[src/rtl/adrv9001_enable_sequencer.sv]
// -----------------------------------------------------------------------------
// adrv9001_enable_sequencer
//
// Purpose:
//   Drives the ADRV9001 control pins. After power-up, and again on a software
//   reset request, it runs a device reset pulse and a settle interval. It then
//   turns the PS-side level requests into registered, glitch-free RX/TX enables.
//   Each channel enforces RX/TX mutual exclusion and an all-off guard interval
//   on every turnaround.
//
// Optional feature (compile-time macro):
//   ADRV9001_SEQ_TDD_INTERLOCK_EN - cross-channel TDD interlock. TX entry on
//   either channel needs both channels clear of RX (on or guarding after RX),
//   and RX entry likewise. Channel 1 wins same-cycle opposite-direction
//   entries. When the macro is undefined, the channels are fully independent.
//
// Handshake:
//   There is no valid/ready handshake. rx_req and tx_req are level requests and
//   are only sampled while the sequencer is in RUN. reset_req is a single-cycle
//   pulse. ready is a status level, not a flow-control signal.
//
// Ports:
//   clk               in   control clock
//   rstn              in   asynchronous active-low reset
//   reset_req         in   pulse: restart the device reset sequence
//   rx_req[1:0]       in   level RX enable request, bit n = channel n+1
//   tx_req[1:0]       in   level TX enable request, bit n = channel n+1
//   adrv9001_rstn     out  device reset pin, active low
//   adrv9001_rx1/rx2  out  RX enables
//   adrv9001_tx1/tx2  out  TX enables
//   ready             out  device settled, requests honoured
//   ch_busy[1:0]      out  channel n is on or guarding
//   conflict[1:0]     out  sticky: both requests high while channel idle
//   o_dbg_top_state   out  top FSM state (0 pulse, 1 settle, 2 run)
//   o_dbg_ch_state    out  {ch2, ch1} channel FSM states, 3 bits each
//                          (0 idle, 1 rx_on, 2 tx_on, 3 guard_rx, 4 guard_tx)
// -----------------------------------------------------------------------------
module adrv9001_enable_sequencer #(
    parameter int RSTN_PULSE_CYCLES = 1000,
    parameter int SETTLE_CYCLES     = 2000,
    parameter int GUARD_CYCLES      = 64,
    parameter int CNT_W             = 16
) (
    input  logic       clk,
    input  logic       rstn,
    input  logic       reset_req,
    input  logic [1:0] rx_req,
    input  logic [1:0] tx_req,
    output logic       adrv9001_rstn,
    output logic       adrv9001_rx1,
    output logic       adrv9001_rx2,
    output logic       adrv9001_tx1,
    output logic       adrv9001_tx2,
    output logic       ready,
    output logic [1:0] ch_busy,
    output logic [1:0] conflict,
    output logic [1:0] o_dbg_top_state,
    output logic [5:0] o_dbg_ch_state
);

    typedef enum logic [1:0] {TOP_RST_PULSE = 2'd0, TOP_RST_SETTLE = 2'd1, TOP_RUN = 2'd2} top_state_t;
    typedef enum logic [2:0] {CH_IDLE = 3'd0, CH_RX_ON = 3'd1, CH_TX_ON = 3'd2,
                              CH_GUARD_RX = 3'd3, CH_GUARD_TX = 3'd4} ch_state_t;

    localparam int P_PULSE  = (RSTN_PULSE_CYCLES < 1) ? 1 : RSTN_PULSE_CYCLES;
    localparam int P_SETTLE = (SETTLE_CYCLES < 1) ? 1 : SETTLE_CYCLES;
    localparam int P_GUARD  = (GUARD_CYCLES < 1) ? 1 : GUARD_CYCLES;

    // The pulse counts P_PULSE edges in RST_PULSE. Settle stays one edge longer,
    // so ready rises on the edge after the settle interval ends.
    localparam logic [CNT_W-1:0] C_PULSE_LAST  = CNT_W'(P_PULSE - 1);
    localparam logic [CNT_W-1:0] C_SETTLE_LAST = CNT_W'(P_SETTLE);
    // The guard counter reaches 0 on the last guard cycle. The one IDLE cycle
    // after it makes the all-off window GUARD_CYCLES+1 cycles long.
    localparam logic [CNT_W-1:0] C_GUARD_LOAD  = CNT_W'(P_GUARD - 1);

    // ------------------------------------------------------------------ top FSM
    top_state_t       r_top_state, w_top_next;
    logic [CNT_W-1:0] r_cnt, w_cnt_next;
    logic             r_pin, r_ready;

    always_comb begin
        w_top_next = r_top_state;
        w_cnt_next = r_cnt;
        case (r_top_state)
            TOP_RST_PULSE: begin
                if (r_cnt == C_PULSE_LAST) begin
                    w_top_next = TOP_RST_SETTLE;
                    w_cnt_next = '0;
                end else begin
                    w_cnt_next = r_cnt + CNT_W'(1);
                end
            end
            TOP_RST_SETTLE: begin
                if (r_cnt == C_SETTLE_LAST) begin
                    w_top_next = TOP_RUN;
                    w_cnt_next = '0;
                end else begin
                    w_cnt_next = r_cnt + CNT_W'(1);
                end
            end
            TOP_RUN: w_cnt_next = '0;
            default: begin
                w_top_next = TOP_RST_PULSE;
                w_cnt_next = '0;
            end
        endcase
        if (reset_req) begin
            w_top_next = TOP_RST_PULSE;
            w_cnt_next = '0;
        end
    end

    always_ff @(posedge clk or negedge rstn) begin
        if (!rstn) begin
            r_top_state <= TOP_RST_PULSE;
            r_cnt       <= '0;
            r_pin       <= 1'b0;
            r_ready     <= 1'b0;
        end else begin
            r_top_state <= w_top_next;
            r_cnt       <= w_cnt_next;
            r_pin       <= (w_top_next != TOP_RST_PULSE);
            r_ready     <= (w_top_next == TOP_RUN);
        end
    end

    // A reset request overrides the same-cycle channel decisions, so the
    // channels are gated with it as well as with the registered RUN state.
    logic w_run;
    assign w_run = (r_top_state == TOP_RUN) && !reset_req;

    // -------------------------------------------------------------- channel FSMs
    ch_state_t        r_ch_state [2];
    ch_state_t        w_ch_next  [2];
    logic [CNT_W-1:0] r_gcnt     [2];
    logic [CNT_W-1:0] w_gcnt_next[2];
    logic [1:0]       r_rx, r_tx, r_busy, r_conflict, w_conflict_set;
    logic [1:0]       w_rx_allowed, w_tx_allowed;

`ifdef ADRV9001_SEQ_TDD_INTERLOCK_EN
    logic w_any_rx_busy, w_any_tx_busy, w_ch1_enter_rx, w_ch1_enter_tx;
    // A channel that is on, or still guarding after that direction, blocks the
    // opposite direction on both channels.
    assign w_any_rx_busy = (r_ch_state[0] == CH_RX_ON) || (r_ch_state[0] == CH_GUARD_RX) ||
                           (r_ch_state[1] == CH_RX_ON) || (r_ch_state[1] == CH_GUARD_RX);
    assign w_any_tx_busy = (r_ch_state[0] == CH_TX_ON) || (r_ch_state[0] == CH_GUARD_TX) ||
                           (r_ch_state[1] == CH_TX_ON) || (r_ch_state[1] == CH_GUARD_TX);
    // Channel 1 entries taken this cycle; channel 2 yields to them.
    assign w_ch1_enter_rx = w_run && (r_ch_state[0] == CH_IDLE) && rx_req[0] && !tx_req[0] && !w_any_tx_busy;
    assign w_ch1_enter_tx = w_run && (r_ch_state[0] == CH_IDLE) && tx_req[0] && !rx_req[0] && !w_any_rx_busy;
    assign w_rx_allowed = {!w_any_tx_busy && !w_ch1_enter_tx, !w_any_tx_busy};
    assign w_tx_allowed = {!w_any_rx_busy && !w_ch1_enter_rx, !w_any_rx_busy};
`else
    assign w_rx_allowed = 2'b11;
    assign w_tx_allowed = 2'b11;
`endif

    always_comb begin
        w_conflict_set = '0;
        for (int n = 0; n < 2; n++) begin
            w_ch_next[n]   = r_ch_state[n];
            w_gcnt_next[n] = r_gcnt[n];
            case (r_ch_state[n])
                CH_IDLE: begin
                    if (rx_req[n] && tx_req[n])
                        w_conflict_set[n] = 1'b1;
                    else if (rx_req[n] && w_rx_allowed[n])
                        w_ch_next[n] = CH_RX_ON;
                    else if (tx_req[n] && w_tx_allowed[n])
                        w_ch_next[n] = CH_TX_ON;
                end
                CH_RX_ON: begin
                    if (!rx_req[n]) begin
                        w_ch_next[n]   = CH_GUARD_RX;
                        w_gcnt_next[n] = C_GUARD_LOAD;
                    end
                end
                CH_TX_ON: begin
                    if (!tx_req[n]) begin
                        w_ch_next[n]   = CH_GUARD_TX;
                        w_gcnt_next[n] = C_GUARD_LOAD;
                    end
                end
                CH_GUARD_RX, CH_GUARD_TX: begin
                    if (r_gcnt[n] == '0)
                        w_ch_next[n] = CH_IDLE;
                    else
                        w_gcnt_next[n] = r_gcnt[n] - CNT_W'(1);
                end
                default: begin
                    w_ch_next[n]   = CH_IDLE;
                    w_gcnt_next[n] = '0;
                end
            endcase
            if (!w_run) begin
                w_ch_next[n]      = CH_IDLE;
                w_gcnt_next[n]    = '0;
                w_conflict_set[n] = 1'b0;
            end
        end
    end

    // Enables are registered from the next state, so pins change exactly on
    // the state-change edge and are never decoded combinationally.
    always_ff @(posedge clk or negedge rstn) begin
        if (!rstn) begin
            for (int n = 0; n < 2; n++) begin
                r_ch_state[n] <= CH_IDLE;
                r_gcnt[n]     <= '0;
            end
            r_rx       <= '0;
            r_tx       <= '0;
            r_busy     <= '0;
            r_conflict <= '0;
        end else begin
            for (int n = 0; n < 2; n++) begin
                r_ch_state[n] <= w_ch_next[n];
                r_gcnt[n]     <= w_gcnt_next[n];
                r_rx[n]       <= (w_ch_next[n] == CH_RX_ON);
                r_tx[n]       <= (w_ch_next[n] == CH_TX_ON);
                r_busy[n]     <= (w_ch_next[n] != CH_IDLE);
            end
            r_conflict <= reset_req ? 2'b00 : (r_conflict | w_conflict_set);
        end
    end

    assign adrv9001_rstn   = r_pin;
    assign ready           = r_ready;
    assign adrv9001_rx1    = r_rx[0];
    assign adrv9001_rx2    = r_rx[1];
    assign adrv9001_tx1    = r_tx[0];
    assign adrv9001_tx2    = r_tx[1];
    assign ch_busy         = r_busy;
    assign conflict        = r_conflict;
    assign o_dbg_top_state = r_top_state;
    assign o_dbg_ch_state  = {r_ch_state[1], r_ch_state[0]};

endmodule

[config.mk]
export PLATFORM = sky130hd
export DESIGN_NAME = adrv9001_enable_sequencer
export DESIGN_NICKNAME = d
export VERILOG_FILES = /design/src/rtl/adrv9001_enable_sequencer.sv
export SDC_FILE = /design/constraint.sdc
export NUM_CORES = 1
export LEC_CHECK = 0
export ABC_AREA = 1
export BUFFER_PORTS_ARGS = -buffer_cell sky130_fd_sc_hd__buf_2
export CORE_ASPECT_RATIO = 1.1
export CORE_MARGIN = 4
export CORE_UTILIZATION = 55
export DETAILED_ROUTE_END_ITERATION = 8
export GPL_TIMING_DRIVEN = 0
export PLACE_DENSITY = 0.76
export SLEW_MARGIN = 20
export SYNTH_ARGS = -nofsm -noshare
export SYNTH_HDL_FRONTEND = slang
export SYNTH_SLANG_ARGS = --single-unit
[constraint.sdc]
create_clock -name clk -period 1.63 [get_ports clk]
set_clock_uncertainty 0.15 [all_clocks]
set_input_delay 0.163 -clock clk [delete_from_list [all_inputs] [get_ports clk]]
set_output_delay 0.163 -clock clk [all_outputs]
set_load 0.05 [all_outputs]
==> qor.yml, run 1 <==
timing:
  rsz0062_at_grt: "true"
  finalCriticalPeriod_ps: 1740
  setup_violations: 33
  relSlewSlack_pct: 63.5
  maxSlewViolCount: 0
  worst_pin_slew_ps: 548
  setup_slack_ps: -112
  fmax_ghz: 0.574
  final_hold_viol_count: 0
  timing.final.crit_share_pct: 107
finish:
  final_util_pct: 78.7
  n_antenna_cell: 0
  fin_area_um2: 5610
  synthToLayoutAreaGrowth_pct: 36.7
  register_area_um2: 1670
  drive_gt1_share_pct: 36.8
  fin_nets: 702
  multi_input_area_um2: 2590
  fillers: 459
die:
  core_um2: 7130
  die_area_um2: 8900
  die_h_um: 98.6
  core.rowCount: 32
  ios: 25
  start_util_pct: 57.5
  fp.dieW_um: 90.3
route:
  drt_wl_total_um: 12000
  dr.pass1.iters: 6
  drt-vias-per-instance: 5.64
  dr_total_vias: 4396
  drtAntennaViolNets: 0
  wl_per_cell_um: 15.4
  drc_errors: 0
  drt_iter0_drc: 310
yosys:
  netlist_instances: 596
  yosysSeqAreaShare_pct: 40.3
  ys_warn_count: 0
  synth_area_um2: 4100
  synthFlopType: "dfrtp_1"
  synth_nets: 607
  synth.avg_cell_area_um2: 6.88
  synth_area_leaders: "dfrtp_1 (40%), nand2_1 (16%), nor2_1 (8.0%), inv_1 (7.6%), nand3_1 (6.0%)"
  ys_async_sr_fraction_pct: 100
  yosys.area.top_type: "dfrtp_1"
  ys_ff_latch: 66
  synth.top_cell.area_share_pct: 40.3
  synth_edf_count: 0
  synth_cell_type_count: 29
placed_design:
  dpl.hpwl_um: 6920
  gp_congestion: 0.912
  dpl_cell_area_um2: 4410
  portBuffers: 24
setup_path:
  r2r-start: "r_gcnt[7]"
  arrival_ps: 1870
  slowest_stage: "dfrtp_1"
  path_cells: "nor2_2, nand2_2, nor2_4, nand3b_4, o21ai_4, buf_12, buf_8, nand2_2, o21ai_1"
  startpoint: "r_gcnt[7]"
  r2r_cells: 9
  worst_path_dominant_cell_family: "simple AND/OR/NAND/NOR gates"
  cp_common_cell: "nand2_2"
  crit_type: "reg -> reg"
  critical_path.max_stage_delay_ps: 420
  crit_fanout: 8
  path_buf_inv: 2
  cp_num_cells: 9
  cp-end-kind: "flip-flop"
  crit_required_ps: 1760
  critPathCapture: "r_gcnt[5]"
  rrSetupSlack_ps: -110
  worst_setup_path_start_kind: "flip-flop"
  r2r-end: "r_gcnt[5]"
power_and_ir_drop:
  powerDensity_nw_per_um2: 533
  vdd_ir_drop_max_mv: 0.579
  p_leak_nw: 2.87
clock_network:
  h-tree-depth: 3
  clk_pin_slew_worst_paths_ps: 80
  clock-sinks: 66
  insertion_delay_ps: 350
  clockRootBuffer: "clkbuf_8"
  cts_tree: "yes"
  ctsLongestPathBuffers: 2
  cts_inserted_buffers: 9
global_route:
  grt_pass1_vias: 4166
  grt_usage_pct: 25.0
  antenna_found_initial: 0
  grt_max_degree: 37
  gr-total-overflow: 0
  grt_pass1_wl_um: 18400
outcome:
  status: "finished with violations"
  failed_checks: "negative setup slack"
hold_path:
  whs_path_depth: 4
  hold_class: "in -> reg"
run:
  maxCapViolations: 0
[logic make-up (layout without fill, tap and decap cells)]
logic type      after synthesis  in the layout  synth area share, %
compound gates               61             61                 8.79
xor+xnor                     12             12                 2.56
fa+ha+maj                     4              4                 1.22
buf+inv                      96            193                 9.82
flops                        66             66                 40.3
simple gates                357            359                 37.3
[flip-flops by register name, summed over array words and instances (netlist names)]
name / count
r_tx: 2
r_cnt: 16
ready: 1
r_rx: 2
adrv9001_rstn: 1
conflict: 2
ch_busy: 2
o_dbg_top_state: 2
r_gcnt: 32
o_dbg_ch_state: 6
[through the flow]
stage	total power, mW	hold WS, ps	setup WS (ps)	setup TNS, ps	instances
finish	2.99	12.3	-112	-1880	780
global route	3.10	39.8	-197	-5210	780
CTS	2.99	3.06	-42.1	-474	763
detailed placement	1.77	-24.0	-288	-7730	706
global placement	1.77	274	-272	-11200	705
floorplan	1.71	-283	-86.3	-473	596
[where the power goes]
group | internal, mW | total, mW | switching [mW]
registers | 1.64 | 1.65 | 0.00880
logic | 0.0391 | 0.115 | 0.0755
clock network | 0.581 | 1.22 | 0.641
[cells in the final DEF (no fill, tap or decap), drive strengths merged]
cell	instances
nand2	178
nor2	96
buf	89
inv	86
dfrtp	66
nand3	51
o21ai	45
nand4	22
clkbuf	12
nor3	8
xor2	7
o21bai	6
xnor2	5
a21oi	5
ha	4
o211ai	3
dlygate4sd3	3
a31oi	2
or2	2
clkinv	2
and2	1
nand3b	1
clkinvlp	1
[what timing repair did]
item,4_1_cts,5_1_grt
resized for setup,56,132
buffers inserted,34,16
hold buffers,3,0
setup endpoints to repair,53,60
gates cloned,5,2
pin swaps,24,37
endpoints found under the hold margin,70,0
[synthesized netlist by cell type, types with 5 or more instances]
library cell	number
nor3_1	8
nand4_1	22
nor2_1	87
nor2_2	6
xor2_1	7
a21oi_1	5
o21ai_2	5
dfrtp_1	66
o21bai_1	6
o21ai_0	25
nand2_1	174
o21ai_1	14
inv_1	83
xnor2_1	5
nand3_1	49
[layout make-up]
type / instances / area share [%]
tap: 85 / 1.90
sequential: 66 / 29.8
clock inverter: 3 / 0.312
multi-input combinational: 436 / 46.3
inverter: 86 / 5.85
buffer: 10 / 2.03
clock buffer: 12 / 2.59
timing repair buffer: 82 / 11.3
[worst min-delay path by stage]
stage / startpoint / endpoint / slack [ps]
after floorplan: rstn / adrv9001_rstn / -280
after global placement: reset_req / r_cnt[11] / 270
after detailed placement: rstn / r_gcnt[29] / -20
after CTS: reset_req / o_dbg_top_state[0] / 3
after global routing: reset_req / o_dbg_top_state[0] / 40
final: reset_req / o_dbg_top_state[0] / 10
[per-layer routing]
layer / track usage, % / share of wire, % / wire length, um / vias to the layer above
met1: 30.4 / 40 / 4790 / 2082
met2: 43.4 / 50 / 6070 / 187
met4: 9.31 / 3.3 / 400 / 0
met5: 0 / 0 / 0 / -
li1: - / - / - / 2078
met3: 5.57 / 6.4 / 773 / 49
[worst register-to-register path, stage by stage, from the launching register on]
cell and delay (ps):
dfrtp_1 420, nor2_2 180, nand2_2 100, nor2_4 150, nand3b_4 110, o21ai_4 150, buf_12 160, buf_8 130
nand2_2 50, o21ai_1 70
No activity file was read; power rests on OpenSTA's default activity.
==> run 2: changes to the inputs <==
--- a/config.mk
+++ b/config.mk
@@ -12,7 +12,7 @@
 export CORE_UTILIZATION = 55
 export DETAILED_ROUTE_END_ITERATION = 8
 export GPL_TIMING_DRIVEN = 0
-export PLACE_DENSITY = 0.76
+export PLACE_DENSITY = 0.73
 export SLEW_MARGIN = 20
 export SYNTH_ARGS = -nofsm -noshare
 export SYNTH_HDL_FRONTEND = slang
==> constraint.sdc (replaced) <==
create_clock -name clk -period 1.9 [get_ports clk]
set_clock_uncertainty 0.15 [all_clocks]
set_input_delay 0.19 -clock clk [delete_from_list [all_inputs] [get_ports clk]]
set_output_delay 0.19 -clock clk [all_outputs]
set_load 0.05 [all_outputs]
==> run 2 against run 1 <==
The flow still finishes with violations (negative setup slack). Cell count fell by 5.0%. Worst hold slack got worse by 9.6 ps. Sequential cell count did not move. Clock-buffer cell count did not move. Global-route usage fell by 3.2 points. Wire length fell by 17%. First-iteration DRC count fell by 32%. Fmax fell by 9.0%. Via count fell by 8.0%. Critical endpoint is now r_gcnt[1]. Setup slack improved by 97 ps. Combinational power fell by 29%. Register-to-register slack improved by 97 ps.
==> qor.yml, run 2 (synthesis results as in run 1) <==
finish:
  drive_gt1_share_pct: 18.4
  regMostFlops: "r_gcnt"
  fin_nets: 662
  n_antenna_cell: 0
  layout_commonest_cell: "nand2_1"
  largest_reg_flops: 32
  final_cell_mix: "nand2_1 (167), inv_1 (79), nor2_1 (77)"
  synthToLayoutAreaGrowth_pct: 18.9
power_and_ir_drop:
  powerDensity_nw_per_um2: 586
  vdd_ir_drop_max_mv: 0.397
  finalPower_mw: 2.86
  p_leak_nw: 2.57
global_route:
  antenna_found_initial: 0
  grt_pass1_vias: 3629
  grt_pass1_wl_um: 15900
  grt_max_degree: 37
  gr-total-overflow: 0
  grt_usage_pct: 21.8
setup_path:
  worst_setup_path_start_kind: "flip-flop"
  startpoint: "r_gcnt[1]"
  arrival_ps: 2030
  slowest_stage: "dfrtp_1"
  crit_type: "reg -> reg"
  crit_fanout: 5
  rrSetupSlack_ps: -20
  critical_path.max_stage_delay_ps: 410
  critPathCapture: "r_gcnt[1]"
  path_cells: "inv_2, ha_4, nand2_4, nor2_4, nand3b_4, o21ai_4, buf_6, buf_6, nand2_1, o21ai_1"
  r2r-end: "r_gcnt[1]"
  r2r-start: "r_gcnt[1]"
  cp-end-kind: "flip-flop"
  crit_required_ps: 2020
  r2r_cells: 10
  cp_common_cell: "buf_6"
placed_design:
  dpl.hpwl_um: 6880
  pre_cts_ws_ps: -169
  gp_congestion: 0.857
  portBuffers: 24
route:
  drt_iter0_drc: 210
  drt_wl_total_um: 10000
  drt-vias-per-instance: 5.46
  dr.pass1.iters: 5
  drc_errors: 0
  drtAntennaViolNets: 0
  wl_per_cell_um: 13.5
  dr_total_vias: 4045
die:
  start_util_pct: 57.5
  die_h_um: 98.6
  fp.dieW_um: 90.3
  ios: 25
  core.rowCount: 32
  die_area_um2: 8900
  core_um2: 7130
clock_network:
  clockRootBuffer: "clkbuf_8"
  h-tree-depth: 3
  ctsLongestPathBuffers: 2
  insertion_delay_ps: 350
  cts_tree: "yes"
  cts_inserted_buffers: 9
  clock-sinks: 66
  clk_pin_slew_worst_paths_ps: 70
timing:
  final_hold_viol_count: 0
  maxSlewViolCount: 0
  rsz0062_at_grt: "true"
  setup_slack_ps: -15.1
  finalCriticalPeriod_ps: 1920
  worst_pin_slew_ps: 551
  fmax_ghz: 0.522
  timing.final.crit_share_pct: 101
  relSlewSlack_pct: 62.9
  setup_violations: 1
outcome:
  failed_checks: "negative setup slack"
  status: "finished with violations"
hold_path:
  hold_class: "in -> reg"
run:
  maxCapViolations: 0
[run 2: final cells by class]
cell class              count  area [um^2]
fillers                   601         2250
multi-input cells         434         2170
flip-flops and latches     66         1660
inverters                  86          323
repair buffers             44          310
clock buffers              12          155
well taps                  85          106
plain buffers              10         82.6
clock inverters             4         73.8
[run 2: repair_timing]
action	4_1_cts	5_1_grt
cloned	0	3
buffers inserted	0	14
pin swaps	0	10
hold buffers	2	0
endpoints found under the setup margin	18	43
resized for setup	6	44
hold endpoints to repair	36	0
[run 2: stage by stage]
| step | std cells | hold slack [ps] | util (%) | setup TNS [ps] | instance area (um^2) |
|---|---|---|---|---|---|
| 3_5_place_dp | 706 | 10.9 | 61.1 | -1620 | 4350 |
| 5_1_grt | 741 | 35.0 | 68.4 | -552 | 4880 |
| 2_1_floorplan | 596 | -256 | - | 0 | 4100 |
| 6_report | 741 | 2.66 | 68.4 | -15.1 | 4880 |
| 3_3_place_gp | 705 | 300 | 60.7 | -463 | 4330 |
| 4_1_cts | 724 | 0.821 | 64.9 | 0 | 4620 |
[run 2: metal layers]
metal / share of wire [%] / GRT usage [%] / vias up / routed length (um)
met3: 6.1 / 5.04 / 24 / 608
met2: 48 / 37.1 / 125 / 4790
met5: 0 / 0 / - / 0
li1: - / - / 1997 / -
met4: 2.0 / 5.77 / 0 / 204
met1: 44 / 28.1 / 1899 / 4400
[run 2: worst min path at each step]
stage                     startpoint                  to  slack [ps]  depth (start not counted)
after floorplan                 rstn       adrv9001_rstn        -260                          0
after global placement     reset_req           r_cnt[11]         300                          2
after detailed placement        rstn          r_gcnt[27]          10                          1
after CTS                  rx_req[0]         conflict[0]         0.8                          3
after global routing       reset_req  o_dbg_top_state[0]          40                          4
final                      rx_req[0]         conflict[0]           3                          3
[run 2: critical path: cells and delay by family (launching register included)]
family                     cells  cell delay [ps]
AOI/OAI and AO/OA              2              370
buffers and inverters          3              330
and+or+nand+nor                4              420
adders and majority gates      1              150
DFF                            1              410
[run 2: report_power, final]
part           total, mW  switching [mW]  internal [mW]  leakage (nW)
registers           1.41         0.00460           1.41         0.910
clock network       1.36           0.551          0.812         0.117
logic             0.0822          0.0564         0.0258          1.54
==> run 3: changes to the inputs <==
--- a/config.mk
+++ b/config.mk
@@ -9,10 +9,9 @@
 export BUFFER_PORTS_ARGS = -buffer_cell sky130_fd_sc_hd__buf_2
 export CORE_ASPECT_RATIO = 1.1
 export CORE_MARGIN = 4
-export CORE_UTILIZATION = 55
+export CORE_UTILIZATION = 35
 export DETAILED_ROUTE_END_ITERATION = 8
 export GPL_TIMING_DRIVEN = 0
-export PLACE_DENSITY = 0.73
 export SLEW_MARGIN = 20
 export SYNTH_ARGS = -nofsm -noshare
 export SYNTH_HDL_FRONTEND = slang
==> run 3 against run 2 <==
The flow now finishes without violations. Die area up 52%. First-iteration DRC count up 24%. Global-route usage down 6.1 points. Non-clock buffer count down 8. Critical path depth unchanged. Sequential share of layout area down 0.99 points. Clock power up 55%. Worst hold slack better by 25 ps. Fmax up 5.8%. Via count down 3.0%. Setup slack better by 100 ps. Clock-buffer cell count down 2. Critical path type unchanged.
==> qor.yml, run 3 (synthesis results as in run 1) <==
die:
  core.rowCount: 41
  fp.dieW_um: 111
  start_util_pct: 35.7
  die_h_um: 122
  core_um2: 11500
  die_area_um2: 13500
  ios: 25
finish:
  fin_area_um2: 5010
  drive_gt1_share_pct: 15.9
  fillers: 1154
  final_cell_mix: "nand2_1 (172), inv_1 (79), nor2_1 (79)"
  largest_reg_flops: 32
  fin_nets: 654
  synthToLayoutAreaGrowth_pct: 22.1
  layout_commonest_cell: "nand2_1"
  regMostFlops: "r_gcnt"
  final_util_pct: 43.6
  n_antenna_cell: 0
timing:
  fmax_ghz: 0.552
  setup_tns_ps: 0
  worst_pin_slew_ps: 558
  relSlewSlack_pct: 62.4
  final_hold_viol_count: 0
  timing.final.crit_share_pct: 95.3
  finalCriticalPeriod_ps: 1810
  maxSlewViolCount: 0
  setup_violations: 0
route:
  drt-vias-per-instance: 4.92
  dr_total_vias: 3925
  drc_errors: 0
  drtAntennaViolNets: 0
  drt_iter0_drc: 260
  drt_wl_total_um: 10400
  wl_per_cell_um: 13.0
  dr.pass1.iters: 5
clock_network:
  h-tree-depth: 3
  insertion_delay_ps: 340
  clock-sinks: 66
  ctsLongestPathBuffers: 2
  clk_pin_slew_worst_paths_ps: 60
  clockRootBuffer: "clkbuf_16"
  cts_tree: "yes"
  cts_inserted_buffers: 9
placed_design:
  dpl.hpwl_um: 7190
  portBuffers: 24
  dpl_cell_area_um2: 4430
  gp_congestion: 0.866
global_route:
  antenna_found_initial: 0
  grt_usage_pct: 15.7
  gr-total-overflow: 0
  grt_pass1_vias: 3769
  grt_pass1_wl_um: 17300
  grt_max_degree: 40
hold_path:
  hold_class: "in -> reg"
setup_path:
  worst_setup_path_start_kind: "flip-flop"
  cp-end-kind: "flip-flop"
  crit_fanout: 8
  crit_type: "reg -> reg"
  arrival_ps: 1930
  crit_required_ps: 2020
power_and_ir_drop:
  p_leak_nw: 2.58
  finalPower_mw: 3.61
  vdd_ir_drop_max_mv: 0.407
  powerDensity_nw_per_um2: 721
outcome:
  status: "complete, no violations"
run:
  maxCapViolations: 0
## run 3: layout make-up
type	instances	area (um^2)	share of cell area [%]
multi-input cells	434	2130	42.6
flip-flops and latches	66	1650	33.0
clock inverters	6	138	2.75
inverters	86	323	6.45
clock buffers	10	239	4.77
well taps	150	188	3.75
repair buffers	36	250	5.00
plain buffers	10	82.6	1.65
## run 3: repair_timing
action,in CTS,in global routing
pin swaps,0,3
hold buffers,2,0
setup endpoints to repair,18,47
resized for setup,5,27
gates cloned,0,3
endpoints found under the hold margin,32,0
setup buffers,0,6
## run 3: final timing paths
kind                            startpoint       endpoint  slack [ps]  depth (start not counted)
worst max register to register   r_gcnt[1]     r_gcnt[14]          90                         10
min in group asynchronous             rstn     r_gcnt[22]         170                          2
worst min register to register    r_cnt[0]       r_cnt[0]         310                          1
max in group asynchronous             rstn  adrv9001_rstn         890                          3
worst max-delay path             r_gcnt[1]     r_gcnt[14]          90                         10
worst min-delay path             rx_req[0]    conflict[0]          30                          3
## run 3: through the flow
step	hold slack, ps	instances	worst slack, ps
floorplan	-256	596	8.36
global placement	298	770	-151
detailed placement	-2.24	771	-185
CTS	24.1	789	2.64
global route	53.1	798	-36.5
finish	27.8	798	89.3
## run 3: report_power, final
group          total (mW)  switching [mW]  internal [mW]
combinational      0.0859          0.0601         0.0258
sequential           1.42         0.00452           1.41
clock                2.11           0.656           1.45
total                3.61           0.721           2.89
## run 3: critical path, stage by stage (launching register included)
cell	delay, ps
dfrtp_1	390
inv_1	90
ha_4	160
nand2_4	80
nor2_4	180
nand3b_4	120
o21ai_4	180
buf_12	140
buf_6	120
nand2_1	50
o21ai_1	70
## run 3: per-layer routing
layer  routed length (um)  share of wire, %  vias to the layer above  GRT usage (%)
li1                     -                 -                     1984              -
met5                    0                 0                        -              0
met2                 5180                50                       73           28.2
met1                 4620                44                     1851           18.2
met4                  201               1.9                        0           5.55
met3                  408               3.9                       17           4.12
